<file path="config.mk">
export PLATFORM = sky130hd
export DESIGN_NAME = frame_seq
export DESIGN_NICKNAME = d
export VERILOG_FILES = /design/src/rtl/frame_seq_pkg.sv /design/src/rtl/frame_seq_lval_sync.sv /design/src/rtl/frame_seq.sv
export SDC_FILE = /design/constraint.sdc
export NUM_CORES = 1
export LEC_CHECK = 0
export CORE_UTILIZATION = 58
export DETAILED_ROUTE_END_ITERATION = 12
export PLACE_DENSITY_LB_ADDON = 0.3
export REMOVE_ABC_BUFFERS = 1
export SKIP_LAST_GASP = 1
export SLEW_MARGIN = 20
export SYNTH_ARGS = -nofsm -noshare
export SYNTH_HDL_FRONTEND = slang
export SYNTH_SLANG_ARGS = --single-unit
</file>
<file path="constraint.sdc">
create_clock -name FSM_Clk -period 9.1 [get_ports FSM_Clk]
set_input_delay 0.91 -clock FSM_Clk [delete_from_list [all_inputs] [get_ports FSM_Clk]]
set_output_delay 0.91 -clock FSM_Clk [all_outputs]
set_load 0.05 [all_outputs]
</file>
<file path="src/rtl/frame_seq_pkg.sv">
// Shared state encodings and default timing constants for the frame_seq capture sequencer.
package frame_seq_pkg;

    typedef enum logic [2:0] {
        ST_IDLE       = 3'd0,
        ST_SENS_RST   = 3'd1,
        ST_FIFO_RST   = 3'd2,
        ST_SETTLE     = 3'd3,
        ST_FREQ       = 3'd4,
        ST_WAIT_FRAME = 3'd5,
        ST_ERROR      = 3'd6
    } state_t;

    localparam int DEF_SENSOR_RST_CYC  = 16;
    localparam int DEF_FIFO_RST_CYC    = 4;
    localparam int DEF_SETTLE_CYC      = 17;
    localparam int DEF_FREQ_PULSE_CYC  = 1;
    localparam int DEF_LINES_PER_FRAME = 488;
    localparam int DEF_TIMEOUT_CYC     = 2000000;

    // Width of a shared duration counter able to reach any of the phase lengths.
    function automatic int dur_width(input int a, input int b, input int c, input int d);
        int m;
        m = a;
        if (b > m) m = b;
        if (c > m) m = c;
        if (d > m) m = d;
        return $clog2(m + 1) + 1;
    endfunction

endpackage

</file>
<file path="src/rtl/frame_seq_lval_sync.sv">
// Two-flop synchroniser followed by a registered rising-edge pulse; usable for LVAL or DVAL.
module frame_seq_lval_sync (
    input  logic clk,
    input  logic rst_n,
    input  logic din,
    output logic rise
);

    logic meta_r;
    logic sync_r;
    logic prev_r;
    logic rise_r;

    // Synchronise the asynchronous level and detect its rising edge.
    always_ff @(posedge clk or negedge rst_n) begin
        if (!rst_n) begin
            meta_r <= 1'b0;
            sync_r <= 1'b0;
            prev_r <= 1'b0;
            rise_r <= 1'b0;
        end else begin
            meta_r <= din;
            sync_r <= meta_r;
            prev_r <= sync_r;
            rise_r <= sync_r & ~prev_r;
        end
    end

    assign rise = rise_r;

endmodule

</file>
<file path="src/rtl/frame_seq.sv">
// Image-sensor capture sequencer: sensor reset, FIFO reset, settle, frame request and frame counting.
// Optional per-frame timeout with ERROR state enabled by defining FRAME_SEQ_TIMEOUT_EN.
module frame_seq
    import frame_seq_pkg::*;
#(
    parameter int SENSOR_RST_CYC  = DEF_SENSOR_RST_CYC,
    parameter int FIFO_RST_CYC    = DEF_FIFO_RST_CYC,
    parameter int SETTLE_CYC      = DEF_SETTLE_CYC,
    parameter int FREQ_PULSE_CYC  = DEF_FREQ_PULSE_CYC,
    parameter int LINES_PER_FRAME = DEF_LINES_PER_FRAME,
    parameter int LINE_W          = 10,
    parameter int CNT_W           = 8,
    parameter int TIMEOUT_CYC     = DEF_TIMEOUT_CYC,
    parameter int TMO_W           = 24
) (
    input  logic              FSM_Clk,
    input  logic              sys_res_n,
    input  logic              sensor_rst_req,
    input  logic              grab_start,
    input  logic              mode_continuous,
    input  logic [CNT_W-1:0]  frame_count,
    input  logic              abort,
    input  logic              line_valid_async,
    output logic              sensor_res_n,
    output logic              frame_req,
    output logic              fifo_rst,
    output logic              busy,
    output logic              frame_done,
    output logic              burst_done,
    output logic [CNT_W-1:0]  frames_captured,
    output logic [LINE_W-1:0] lines_seen,
    output logic              error,
    output logic [2:0]        state_o
);

    localparam int DUR_W = dur_width(SENSOR_RST_CYC, FIFO_RST_CYC, SETTLE_CYC, FREQ_PULSE_CYC);

    localparam logic [DUR_W-1:0]  DUR_ZERO   = {DUR_W{1'b0}};
    localparam logic [DUR_W-1:0]  DUR_ONE    = {{(DUR_W-1){1'b0}}, 1'b1};
    localparam logic [DUR_W-1:0]  SENS_LAST  = DUR_W'(SENSOR_RST_CYC - 1);
    localparam logic [DUR_W-1:0]  FIFO_LAST  = DUR_W'(FIFO_RST_CYC - 1);
    localparam logic [DUR_W-1:0]  SETL_LAST  = DUR_W'(SETTLE_CYC - 1);
    localparam logic [DUR_W-1:0]  FREQ_LAST  = DUR_W'(FREQ_PULSE_CYC - 1);
    localparam logic [LINE_W-1:0] LINE_ZERO  = {LINE_W{1'b0}};
    localparam logic [LINE_W-1:0] LINE_ONE   = {{(LINE_W-1){1'b0}}, 1'b1};
    localparam logic [LINE_W-1:0] LINE_FULL  = LINE_W'(LINES_PER_FRAME);
    localparam logic [CNT_W-1:0]  CAP_ZERO   = {CNT_W{1'b0}};
    localparam logic [CNT_W-1:0]  CAP_ONE    = {{(CNT_W-1){1'b0}}, 1'b1};
    localparam logic [CNT_W-1:0]  CAP_MAX    = {CNT_W{1'b1}};

    state_t            state_r;
    logic [DUR_W-1:0]  dur_r;
    logic              sens_prev_r;
    logic              grab_prev_r;
    logic              sensor_res_n_r;
    logic              frame_req_r;
    logic              fifo_rst_r;
    logic              busy_r;
    logic              frame_done_r;
    logic              burst_done_r;
    logic [CNT_W-1:0]  frames_captured_r;
    logic [CNT_W-1:0]  target_r;
    logic [LINE_W-1:0] lines_seen_r;
    logic              error_r;

    logic              sens_edge_s;
    logic              grab_edge_s;
    logic              lval_rise_s;
    logic              count_en_s;
    logic              frame_end_s;
    logic [CNT_W-1:0]  cap_inc_s;

`ifdef FRAME_SEQ_TIMEOUT_EN
    localparam logic [TMO_W-1:0] TMO_ZERO = {TMO_W{1'b0}};
    localparam logic [TMO_W-1:0] TMO_ONE  = {{(TMO_W-1){1'b0}}, 1'b1};
    localparam logic [TMO_W-1:0] TMO_LAST = TMO_W'(TIMEOUT_CYC - 1);
    logic [TMO_W-1:0] tmo_r;
`else
    logic [TMO_W-1:0] tmo_unused_s;
    assign tmo_unused_s = TMO_W'(TIMEOUT_CYC);
`endif

    frame_seq_lval_sync u_lval_sync (
        .clk   (FSM_Clk),
        .rst_n (sys_res_n),
        .din   (line_valid_async),
        .rise  (lval_rise_s)
    );

    assign sens_edge_s = sensor_rst_req & ~sens_prev_r;
    assign grab_edge_s = grab_start & ~grab_prev_r;
    assign count_en_s  = (state_r == ST_FREQ) || (state_r == ST_WAIT_FRAME);
    assign frame_end_s = (lines_seen_r >= LINE_FULL);
    assign cap_inc_s   = (frames_captured_r == CAP_MAX) ? CAP_MAX : (frames_captured_r + CAP_ONE);

    // Sequencer FSM with registered control outputs, counters and request edge detection.
    always_ff @(posedge FSM_Clk or negedge sys_res_n) begin
        if (!sys_res_n) begin
            state_r           <= ST_IDLE;
            dur_r             <= DUR_ZERO;
            sens_prev_r       <= 1'b0;
            grab_prev_r       <= 1'b0;
            sensor_res_n_r    <= 1'b1;
            frame_req_r       <= 1'b0;
            fifo_rst_r        <= 1'b0;
            busy_r            <= 1'b0;
            frame_done_r      <= 1'b0;
            burst_done_r      <= 1'b0;
            frames_captured_r <= CAP_ZERO;
            target_r          <= CAP_ONE;
            lines_seen_r      <= LINE_ZERO;
            error_r           <= 1'b0;
`ifdef FRAME_SEQ_TIMEOUT_EN
            tmo_r             <= TMO_ZERO;
`endif
        end else begin
            sens_prev_r  <= sensor_rst_req;
            grab_prev_r  <= grab_start;
            frame_done_r <= 1'b0;
            burst_done_r <= 1'b0;

            // Lines past a full frame are dropped so lines_seen never overshoots.
            if (count_en_s && lval_rise_s && (lines_seen_r < LINE_FULL)) begin
                lines_seen_r <= lines_seen_r + LINE_ONE;
            end

            if (abort && busy_r) begin
                state_r        <= ST_IDLE;
                busy_r         <= 1'b0;
                dur_r          <= DUR_ZERO;
                sensor_res_n_r <= 1'b1;
                frame_req_r    <= 1'b0;
                fifo_rst_r     <= 1'b0;
`ifdef FRAME_SEQ_TIMEOUT_EN
                tmo_r          <= TMO_ZERO;
`endif
            end else begin
                case (state_r)
                    ST_IDLE: begin
                        if (sens_edge_s) begin
                            state_r        <= ST_SENS_RST;
                            busy_r         <= 1'b1;
                            dur_r          <= DUR_ZERO;
                            sensor_res_n_r <= 1'b0;
                        end else if (grab_edge_s) begin
                            state_r           <= ST_FIFO_RST;
                            busy_r            <= 1'b1;
                            dur_r             <= DUR_ZERO;
                            fifo_rst_r        <= 1'b1;
                            frames_captured_r <= CAP_ZERO;
                            target_r          <= (frame_count == CAP_ZERO) ? CAP_ONE : frame_count;
                        end
                    end
                    ST_SENS_RST: begin
                        if (dur_r == SENS_LAST) begin
                            state_r        <= ST_IDLE;
                            busy_r         <= 1'b0;
                            dur_r          <= DUR_ZERO;
                            sensor_res_n_r <= 1'b1;
                        end else begin
                            dur_r <= dur_r + DUR_ONE;
                        end
                    end
                    ST_FIFO_RST: begin
                        if (dur_r == FIFO_LAST) begin
                            state_r      <= ST_SETTLE;
                            dur_r        <= DUR_ZERO;
                            fifo_rst_r   <= 1'b0;
                            lines_seen_r <= LINE_ZERO;
`ifdef FRAME_SEQ_TIMEOUT_EN
                            tmo_r        <= TMO_ZERO;
`endif
                        end else begin
                            dur_r <= dur_r + DUR_ONE;
                        end
                    end
                    ST_SETTLE: begin
                        if (dur_r == SETL_LAST) begin
                            state_r     <= ST_FREQ;
                            dur_r       <= DUR_ZERO;
                            frame_req_r <= 1'b1;
                        end else begin
                            dur_r <= dur_r + DUR_ONE;
                        end
                    end
                    ST_FREQ: begin
                        if (dur_r == FREQ_LAST) begin
                            state_r     <= ST_WAIT_FRAME;
                            dur_r       <= DUR_ZERO;
                            frame_req_r <= 1'b0;
                        end else begin
                            dur_r <= dur_r + DUR_ONE;
                        end
                    end
                    ST_WAIT_FRAME: begin
                        if (frame_end_s) begin
                            frame_done_r      <= 1'b1;
                            frames_captured_r <= cap_inc_s;
`ifdef FRAME_SEQ_TIMEOUT_EN
                            tmo_r             <= TMO_ZERO;
`endif
                            // Continuous mode is re-evaluated at every frame end.
                            if (!mode_continuous && (cap_inc_s >= target_r)) begin
                                state_r      <= ST_IDLE;
                                busy_r       <= 1'b0;
                                burst_done_r <= 1'b1;
                            end else begin
                                state_r      <= ST_SETTLE;
                                dur_r        <= DUR_ZERO;
                                lines_seen_r <= LINE_ZERO;
                            end
`ifdef FRAME_SEQ_TIMEOUT_EN
                        end else if (tmo_r == TMO_LAST) begin
                            state_r     <= ST_ERROR;
                            busy_r      <= 1'b0;
                            error_r     <= 1'b1;
                            frame_req_r <= 1'b0;
                            tmo_r       <= TMO_ZERO;
                        end else begin
                            tmo_r <= tmo_r + TMO_ONE;
`endif
                        end
                    end
                    ST_ERROR: begin
`ifdef FRAME_SEQ_TIMEOUT_EN
                        if (grab_edge_s || abort) begin
                            state_r <= ST_IDLE;
                            error_r <= 1'b0;
                        end
`else
                        state_r <= ST_IDLE;
                        busy_r  <= 1'b0;
`endif
                    end
                    default: begin
                        state_r        <= ST_IDLE;
                        busy_r         <= 1'b0;
                        dur_r          <= DUR_ZERO;
                        sensor_res_n_r <= 1'b1;
                        frame_req_r    <= 1'b0;
                        fifo_rst_r     <= 1'b0;
                    end
                endcase
            end
        end
    end

    assign sensor_res_n    = sensor_res_n_r;
    assign frame_req       = frame_req_r;
    assign fifo_rst        = fifo_rst_r;
    assign busy            = busy_r;
    assign frame_done      = frame_done_r;
    assign burst_done      = burst_done_r;
    assign frames_captured = frames_captured_r;
    assign lines_seen      = lines_seen_r;
    assign error           = error_r;
    assign state_o         = state_r;

endmodule

</file>
==> impl_metrics.toml <==
[run_status]
status = "completed"

[clock_network]
cts_setup_buffers = 0
clock-sinks = 47
numCtsBuffers = 5
cts-root-buf = "clkbuf_8"
clock_path_buffers = 2
clkTransAtPathRegs_ns = 0.08
h-tree-depth = 2
cts_tree = "built"
worstSkewPairLatency_ns = 0.29
cts_hold_buf = 0
cts_resized = 0

[die]
rows = 24
initial_core_util_pct = 61.9
fp.dieH_um = 70.9
die_w_um = 70.9
coreArea_um2 = 4440
dieArea_um2 = 5020
top_level_ports = 43

[setup_path]
slowest_stage = "a21oi_1"
critical_path_depth = 11
critical-path-top-delay-family = "compound AO/OA/AOI/OAI gates"
crit_path_max_incr_delay_ns = 0.52
reg2reg_setup_slack_ns = 5.43
cp_max_fo = 10
rr_endpoint = "lines_seen[9]$_DFF_PN0_"
crit_path_end_kind = "register"
crit_arrival_ns = 3.83
critPathRequiredTime_ns = 9.26
endpoint = "lines_seen[9]$_DFF_PN0_"
worst_setup_path_start_kind = "register"
crit_start = "frames_captured[0]$_DFFE_PN0P_"
ff2ff_path_depth = 11
path_cells = "ha_1, and3_1, and3_1, nand3_1, and2_1, ha_1, nand2b_1, a2111o_1, a21oi_1, a32o_1, a21boi_0"
critPathBufInv = 0
critPathKind = "register to register"
timing.rr.start = "frames_captured[0]$_DFFE_PN0P_"

[synth]
ys_top_cells_by_area = "dfrtp_1 (41%), ha_1 (5.9%), a21oi_1 (5.3%)"
synth_common_cells = "dfrtp_1 (45), a21oi_1 (29), inv_1 (22), nand2_1 (22), nor3_1 (14)"
synth_ff_type = "dfrtp_1"
synth_edf_count = 0
synth_warnings = 1
synth_area_um2 = 2750
async_flop_share_pct = 100
avgSynthCellArea_um2 = 9.42
ys_seq_elements = 47
ys_seq_area_share_pct = 42.9
synth_cell_types = 56
synth.most_common_cell = "dfrtp_1"
synth_top_area_share_pct = 40.9
synth_cells = 292
yosysTopAreaCell = "dfrtp_1"

[grt]
grt_util_all_layers_pct = 26.8
grt-ovfl-total = 0
grt_pass1_wl_um = 10700
grt_max_degree = 48
antenna_found_initial = 0
grt_pass1_vias = 2279

[timing]
finalHoldWorstSlack_ns = 0.357
fmaxAchievable_mhz = 272
hold_viol_final = 0
report.final.slew_viol_count = 0
fin_ws_ns = 5.43
max_slew_margin_pct = 44.3
finalSetupTns_ns = 0
setup_violations = 0
grt_setup_unrepaired = "false"
timing.final.crit_share_pct = 40.4
fin_worst_skew_ns = 0.00786
tightest_slew_ns = 0.833
period_needed_ns = 3.67

[routing]
postRouteAntennaNets = 0
drt-vias-per-instance = 6.33
wire_per_inst_um = 17.0
wl_um = 6440
vias = 2407
drc = 0
first_iter_violations = 246
drt_first_pass_iters = 7

[cells_and_area]
area_growth_pct = 18.7
num-nets-final = 355
utilization_pct = 73.5
diodes = 0
drive_gt1_share_pct = 7.01

[placement]
finalWeightedCongestion = 0.874
dpl.hpwl_um = 4470
port_buffers = 41
pre_cts_slack_ns = 5.48

[power]
power.leakage_nw = 1.48
powerDensity_nw_per_um2 = 234
vdd_ir_drop_max_uv = 143

[job]
max-cap-violations = 0

[min_path]
hp-class = "register to register"
## cells in the final DEF, fill, tap and decap left out, drive strengths merged, types with 3 or more instances in the layout
cell	instances
clkdlybuf4s50	40
nand2	22
xor2	6
clkbuf	8
mux2	7
xnor2	7
o22ai	5
a22o	3
a21oi	29
and3	7
nand2b	7
nor3	14
or3	5
o21ai	6
o221ai	3
inv	22
o2bb2ai	3
a31oi	3
dfrtp	45
nor2	7
nor2b	5
and2	4
a211oi	3
nand3	12
ha	13
## where the power goes
part / internal [W] / switching [W] / total (W)
combinational: 0.000129 / 0.000195 / 0.000324
clock: 0.0000694 / 0.0000670 / 0.000136
sequential: 0.000250 / 0.0000527 / 0.000303
total: 0.000449 / 0.000315 / 0.000764
## metal layers
layer  track usage (%)  routed length, um  vias up
met3              4.99                457        7
met1              35.3               2650     1161
met5                 0                  0        -
met2              45.7               3290      112
met4              7.33                 48        0
li1                  -                  -     1127
## layout make-up
| cell class | count | area (um2) |
|---|---|---|
| inverters | 22 | 82.6 |
| fillers | 339 | 1180 |
| well taps | 52 | 65.1 |
| repair buffers | 41 | 408 |
| flip-flops and latches | 47 | 1180 |
| clock buffers | 8 | 100 |
| multi-input cells | 210 | 1430 |
## worst min path at each step
stage                                            start  depth (start not counted)                           end
final                     u_lval_sync.meta_r$_DFF_PN0_                          0  u_lval_sync.sync_r$_DFF_PN0_
after global routing      u_lval_sync.meta_r$_DFF_PN0_                          0  u_lval_sync.sync_r$_DFF_PN0_
after CTS                 u_lval_sync.meta_r$_DFF_PN0_                          0  u_lval_sync.sync_r$_DFF_PN0_
after detailed placement  u_lval_sync.meta_r$_DFF_PN0_                          0  u_lval_sync.sync_r$_DFF_PN0_
after global placement    u_lval_sync.meta_r$_DFF_PN0_                          0  u_lval_sync.sync_r$_DFF_PN0_
after floorplan           u_lval_sync.meta_r$_DFF_PN0_                          0  u_lval_sync.sync_r$_DFF_PN0_
## cell families after synthesis
logic type / Yosys count / share of synthesized area [%]
and+or+nand+nor: 96 / 18.9
other: 1 / 0.136
xor gates and xnor gates: 13 / 4.14
adders and majority gates: 13 / 5.91
buffers and inverters: 35 / 5.19
muxes: 9 / 3.59
DFF: 47 / 42.9
AOI/OAI and AO/OA: 78 / 19.2
## metrics by stage
stage | total power, W | instances | instance area, um2
2_1_floorplan | 0.000528 | 279 | 2690
3_3_place_gp | 0.000610 | 372 | 3160
3_5_place_dp | 0.000622 | 372 | 3160
4_1_cts | 0.000762 | 380 | 3260
5_1_grt | 0.000810 | 380 | 3260
6_report | 0.000764 | 380 | 3260
## registers in the layout (all words and copies together), names as in the netlist, 3 cells and up
signal / cells
state_o: 3
target_r: 8
lines_seen: 10
dur_r: 6
frames_captured: 8
Note: power is estimated with default switching activity, not from simulation.
